### config.mk
export PLATFORM = sky130hd
export DESIGN_NAME = div_seq_ctrl
export DESIGN_NICKNAME = d
export VERILOG_FILES = /design/src/rtl/div_seq_ctrl_pkg.sv /design/src/rtl/div_seq_ctrl_iter_step.sv /design/src/rtl/div_seq_ctrl.sv
export SDC_FILE = /design/constraint.sdc
export NUM_CORES = 1
export LEC_CHECK = 0
export BUFFER_PORTS_ARGS = -buffer_cell sky130_fd_sc_hd__buf_2
export CELL_PAD_IN_SITES_DETAIL_PLACEMENT = 0
export CELL_PAD_IN_SITES_GLOBAL_PLACEMENT = 1
export CORE_MARGIN = 2
export CORE_UTILIZATION = 49
export DETAILED_ROUTE_END_ITERATION = 8
export GPL_TIMING_DRIVEN = 0
export PLACE_DENSITY = 0.85
export SLEW_MARGIN = 20
export SYNTH_ARGS = -nofsm -noshare
export SYNTH_HDL_FRONTEND = slang
export SYNTH_SLANG_ARGS = --single-unit
### constraint.sdc
create_clock -name clock -period 8.1 [get_ports clock]
set_input_delay 1.215 -clock clock [delete_from_list [all_inputs] [get_ports clock]]
set_output_delay 1.215 -clock clock [all_outputs]
set_load 0.03 [all_outputs]
### src/rtl/div_seq_ctrl_pkg.sv
// Shared definitions for the sequential signed divider: state encoding,
// default operand width and the matching iteration-counter width.
package div_seq_ctrl_pkg;

    localparam int DIV_WIDTH = 32;
    localparam int DIV_CNT_W = $clog2(DIV_WIDTH);

    typedef enum logic [2:0] {
        S_IDLE  = 3'd0,
        S_SETUP = 3'd1,
        S_ITER  = 3'd2,
        S_FIX   = 3'd3,
        S_DONE  = 3'd4
    } div_state_t;

endpackage

### src/rtl/div_seq_ctrl_iter_step.sv
// One combinational non-restoring division step on the {A,Q} pair.
// A carries one extra bit so its sign selects add-back or subtract.
module div_iter_step
    import div_seq_ctrl_pkg::*;
#(
    parameter int WIDTH = DIV_WIDTH
) (
    input  logic [WIDTH:0]   a,
    input  logic [WIDTH-1:0] q,
    input  logic [WIDTH-1:0] m,
    output logic [WIDTH:0]   a_next,
    output logic [WIDTH-1:0] q_next
);

    logic [WIDTH:0] a_sh;
    logic [WIDTH:0] m_ext;

    // shift {A,Q} left, then add or subtract M depending on the pre-shift sign of A
    always_comb begin
        a_sh   = {a[WIDTH-1:0], q[WIDTH-1]};
        m_ext  = {1'b0, m};
        a_next = a[WIDTH] ? (a_sh + m_ext) : (a_sh - m_ext);
        q_next = {q[WIDTH-2:0], ~a_next[WIDTH]};
    end

endmodule

### src/rtl/div_seq_ctrl.sv
// Multi-cycle signed divider with start/busy/done sequencing.
// Truncating division: quotient rounds toward zero, remainder follows the
// dividend's sign. Divide by zero returns all-ones / dividend and a flag.
//
// state | meaning
// IDLE  | waiting for start, results held
// SETUP | take magnitudes and signs, trap zero divisor
// ITER  | one non-restoring step per cycle, WIDTH steps
// FIX   | restore remainder, apply signs, publish results
// DONE  | one-cycle done pulse
module div_seq_ctrl
    import div_seq_ctrl_pkg::*;
#(
    parameter int WIDTH = DIV_WIDTH
) (
    input  logic             clock,
    input  logic             clear,
    input  logic             start,
    input  logic [WIDTH-1:0] dividend,
    input  logic [WIDTH-1:0] divisor,
    output logic             busy,
    output logic             done,
    output logic [WIDTH-1:0] quotient,
    output logic [WIDTH-1:0] remainder,
    output logic             div_by_zero
);

    localparam int CNT_W = $clog2(WIDTH);

    div_state_t       state;
    logic [CNT_W-1:0] cnt;
    logic [WIDTH:0]   a;
    logic [WIDTH-1:0] q;
    logic [WIDTH-1:0] m;
    logic [WIDTH:0]   a_next;
    logic [WIDTH-1:0] q_next;
    logic [WIDTH-1:0] dvd_cap;
    logic [WIDTH-1:0] dvs_cap;
    logic [WIDTH-1:0] rem_mag;
    logic             neg_q;
    logic             neg_r;

    div_iter_step #(.WIDTH(WIDTH)) u_step (
        .a      (a),
        .q      (q),
        .m      (m),
        .a_next (a_next),
        .q_next (q_next)
    );

    // final remainder restore; only the low WIDTH bits matter after the add-back
    always_comb begin
        rem_mag = a[WIDTH] ? (a[WIDTH-1:0] + m) : a[WIDTH-1:0];
    end

    // controller, datapath registers and registered outputs
    always_ff @(posedge clock) begin
        if (clear) begin
            state       <= S_IDLE;
            cnt         <= '0;
            a           <= '0;
            q           <= '0;
            m           <= '0;
            dvd_cap     <= '0;
            dvs_cap     <= '0;
            neg_q       <= 1'b0;
            neg_r       <= 1'b0;
            busy        <= 1'b0;
            done        <= 1'b0;
            quotient    <= '0;
            remainder   <= '0;
            div_by_zero <= 1'b0;
        end else begin
            case (state)
                S_IDLE: begin
                    done <= 1'b0;
                    if (start) begin
                        dvd_cap <= dividend;
                        dvs_cap <= divisor;
                        busy    <= 1'b1;
                        state   <= S_SETUP;
                    end
                end
                S_SETUP: begin
                    neg_q <= dvd_cap[WIDTH-1] ^ dvs_cap[WIDTH-1];
                    neg_r <= dvd_cap[WIDTH-1];
                    q     <= dvd_cap[WIDTH-1] ? -dvd_cap : dvd_cap;
                    m     <= dvs_cap[WIDTH-1] ? -dvs_cap : dvs_cap;
                    a     <= '0;
                    cnt   <= '0;
                    if (dvs_cap == '0) begin
                        quotient    <= '1;
                        remainder   <= dvd_cap;
                        div_by_zero <= 1'b1;
                        done        <= 1'b1;
                        state       <= S_DONE;
                    end else begin
                        state <= S_ITER;
                    end
                end
                S_ITER: begin
                    a   <= a_next;
                    q   <= q_next;
                    cnt <= cnt + 1'b1;
                    if (cnt == CNT_W'(WIDTH - 1)) begin
                        state <= S_FIX;
                    end
                end
                S_FIX: begin
                    quotient    <= neg_q ? -q : q;
                    remainder   <= neg_r ? -rem_mag : rem_mag;
                    div_by_zero <= 1'b0;
                    done        <= 1'b1;
                    state       <= S_DONE;
                end
                S_DONE: begin
                    done  <= 1'b0;
                    busy  <= 1'b0;
                    state <= S_IDLE;
                end
                default: begin
                    done  <= 1'b0;
                    busy  <= 1'b0;
                    state <= S_IDLE;
                end
            endcase
        end
    end

endmodule

==> flow_summary.json <==
{
  "maxCapViolations": 0,
  "clkPwrFrac_pct": 31.5,
  "swShare_pct": 37.3,
  "syn-cell-area_um2": 15400,
  "gr-usage-met3_pct": 4.78,
  "nets": 2276,
  "die-area_um2": 32800,
  "whs_endpoint": "dvs_cap[1]$_SDFFE_PP0P_",
  "p_sw_mw": 1.45,
  "cts_tree": "yes",
  "netlist_instances": 1976,
  "intPower_mw": 2.43,
  "antenna_found_initial": 0,
  "core_area_um2": 30700,
  "synth_seq_cells": 238,
  "setup_viol_count_final": 0,
  "layout-drive-gt1-share_pct": 10.8,
  "synth_ff_type": "dfxtp_1",
  "regToRegSetupSlack_ps": 500,
  "hold_class": "reg -> reg",
  "slew_violations": 0,
  "synth_warnings": 0,
  "place.gp.congestion": 0.965,
  "use_met2_pct": 48.6,
  "layoutNonFillerInstCount": 2551,
  "tns_ps": 0,
  "p_leak_nw": 6.88,
  "async_flop_share_pct": 0,
  "first_iter_violations": 1383,
  "cts_max_path_buffers": 3,
  "start_kind": "flop",
  "place.port_buffers": 132,
  "r2r-end": "a[31]$_SDFFE_PP0P_",
  "cts-buffers-inserted": 27,
  "num_vias": 15400,
  "required_ps": 8540,
  "synth_nets": 2115,
  "wl_per_cell_um": 20.6,
  "cp.arrival_ps": 8050,
  "antenna_cells": 0,
  "root_buffer": "clkbuf_16",
  "grt_util_all_layers_pct": 31.3,
  "placed_cells": 2504,
  "skew_ps": 13.4,
  "grt_first_pass_wirelength_um": 81400,
  "pwr-share-seq_pct": 34.9,
  "drc": 0,
  "busiest_layer": "met2",
  "synth_top_area_share_pct": 31.0,
  "die_height_um": 181,
  "cts.sinks": 238,
  "detailed_place_hpwl_um": 41900,
  "cp-end-kind": "flop",
  "synth-edff-count": 0,
  "fin_crit_sh_pct": 93.9,
  "status": "complete, no violations",
  "critPathKind": "reg -> reg",
  "finalHoldViolations": 0,
  "period_needed_ps": 7600,
  "avgSynthCellArea_um2": 7.78,
  "clk_latency_ps": 560,
  "cellPowerDensity_nw_per_um2": 223,
  "fmax_mhz": 132,
  "h-tree-depth": 1,
  "gr-usage-met1_pct": 45.4,
  "fin_hold_ws_ps": 472,
  "p_total_mw": 3.89,
  "p_comb_share_pct": 33.6,
  "synth_top_cell_by_area": "dfxtp_1",
  "rsz0062_at_grt": "false",
  "worstRegToRegCells": 21,
  "ioPinCount": 134,
  "hold_depth": 2,
  "synth_cell_types": 79,
  "synth_area_leaders": "dfxtp_1, nand2_1, a21oi_1, xor2_1, ha_1",
  "dr.pass1.iters": 5,
  "grt_overflow": 0,
  "grt_pass1_vias": 14300,
  "worstMarginPinSlew_ps": 907,
  "routed_via_density": 6.03,
  "start_util_pct": 50.0,
  "grt_max_degree": 15,
  "die_w_um": 181,
  "min-delay-start": "dvs_cap[1]$_SDFFE_PP0P_",
  "core.rowCount": 64,
  "ys_seq_area_share_pct": 31.0,
  "clk_pin_slew_ps": 70,
  "synthToLayoutAreaGrowth_pct": 13.3,
  "cp_max_fo": 10,
  "r2r-start": "a[32]$_SDFFE_PP0P_",
  "route.antenna.remaining_nets": 0,
  "routed_wl_um": 52700,
  "max_slew_margin_pct": 38.0,
  "max-vdd-ir-drop_mv": 0.146
}
## Yosys cell counts (12+ instances only)
library cell,number
mux2i_1,14
nor3_1,65
nand2b_1,14
a21oi_1,185
a211oi_1,64
nor2_1,163
a21o_1,28
buf_1,13
or4_1,12
nand4_1,12
xnor2_1,95
inv_1,33
nand2_1,313
o41ai_1,20
nor2b_1,15
clkbuf_1,103
o21ai_0,80
and3_1,17
nand3_1,25
xor2_1,101
dfxtp_1,238
ha_1,70
or3_1,26
a22oi_1,57
a31oi_1,15
o31ai_1,35
## worst max-delay path by stage
stage	startpoint	endpoint	slack, ps
after CTS	a[32]$_SDFFE_PP0P_	a[31]$_SDFFE_PP0P_	490
after floorplan	a[32]$_SDFFE_PP0P_	a[19]$_SDFFE_PP0P_	2770
after global routing	a[32]$_SDFFE_PP0P_	a[32]$_SDFFE_PP0P_	160
final	a[32]$_SDFFE_PP0P_	a[31]$_SDFFE_PP0P_	500
after detailed placement	a[32]$_SDFFE_PP0P_	a[31]$_SDFFE_PP0P_	560
after global placement	a[32]$_SDFFE_PP0P_	a[32]$_SDFFE_PP0P_	610
## critical path: stages, from the launching register on
cell and delay [ps]:
dfxtp_1 320, clkbuf_1 330, buf_1 480, clkbuf_1 490
buf_1 490, buf_1 570, clkbuf_1 570, clkbuf_2 430
nor2_1 100, xor2_1 150, ha_1 320, a21o_1 210
a2111oi_0 730, nor3_1 170, o31ai_1 370, a21oi_1 250
o2111ai_1 380, a21boi_0 230, o21ai_0 320, o21ai_0 160
xor2_1 160, a22o_1 240
## logic make-up (layout without fill, tap and decap cells)
kind of cell    Yosys count  count (layout)  share of synthesized area, %
fa+ha+maj                72              72                          5.96
buf+inv                 157             336                          4.10
simple gates            716             716                          21.3
xor+xnor                196             196                          11.2
flops                   238             238                          31.0
mux                      20              20                          1.35
compound gates          577             577                          25.2
## repair_timing
action	4_1_cts	5_1_grt
hold buffers	0	0
endpoints found under the setup margin	0	2
buffers inserted	0	0
resized for setup	0	1
endpoints found under the hold margin	0	0
## placed cells by master, fill, tap and decap left out, types with 17 or more instances in the layout
cell type | netlist | final
a211oi_1 | 64 | 64
a21o_1 | 28 | 28
a21oi_1 | 185 | 185
a22oi_1 | 57 | 57
and3_1 | 17 | 17
buf_2 | 0 | 132
clkbuf_1 | 103 | 107
clkbuf_16 | 0 | 27
dfxtp_1 | 238 | 238
ha_1 | 70 | 70
inv_1 | 33 | 33
nand2_1 | 313 | 313
nand3_1 | 25 | 25
nor2_1 | 163 | 162
nor3_1 | 65 | 65
o21ai_0 | 80 | 80
o31ai_1 | 35 | 35
o41ai_1 | 20 | 20
or3_1 | 26 | 26
xnor2_1 | 95 | 95
xor2_1 | 101 | 101
## power groups by stage
stage          combinational (mW)  sequential [mW]  clock (mW)
6_report                     1.31             1.35        1.23
2_1_floorplan               0.952             1.35           0
3_3_place_gp                 1.26             1.37           0
5_1_grt                      1.44             1.36        1.28
4_1_cts                      1.28             1.35        1.24
3_5_place_dp                 1.27             1.38           0
## state kept, by name, indices dropped and copies added (netlist names)
register and cells:
a 33, dvd_cap 32, dvs_cap 32, m 32, q 32, quotient 32, remainder 32, cnt 5
state 3, busy 1, div_by_zero 1, done 1, neg_q 1, neg_r 1
## per-stage QoR
step / worst slack, ps / utilization [%] / cell area [um2]
4_1_cts: 489 / 56.6 / 17400
6_report: 498 / 56.6 / 17400
3_3_place_gp: 606 / 53.8 / 16500
2_1_floorplan: 2770 / - / 15400
3_5_place_dp: 561 / 53.8 / 16500
5_1_grt: 160 / 56.6 / 17400
## layout make-up
| class | count | area (um2) |
|---|---|---|
| tap | 396 | 495 |
| buffer | 122 | 500 |
| multi-input combinational | 1581 | 9980 |
| clock buffer | 37 | 773 |
| timing repair buffer | 132 | 661 |
| fill | 3001 | 13300 |
| inverter | 35 | 131 |
| clock inverter | 10 | 108 |
| sequential | 238 | 4760 |
## metal layers
layer  part of all wire, %  vias up
met5                     0        -
met4                   2.5        0
met3                   8.7       91
met2                    42      620
met1                    47     7232
li1                      -     7439
No activity file was read; power rests on OpenSTA's default activity.
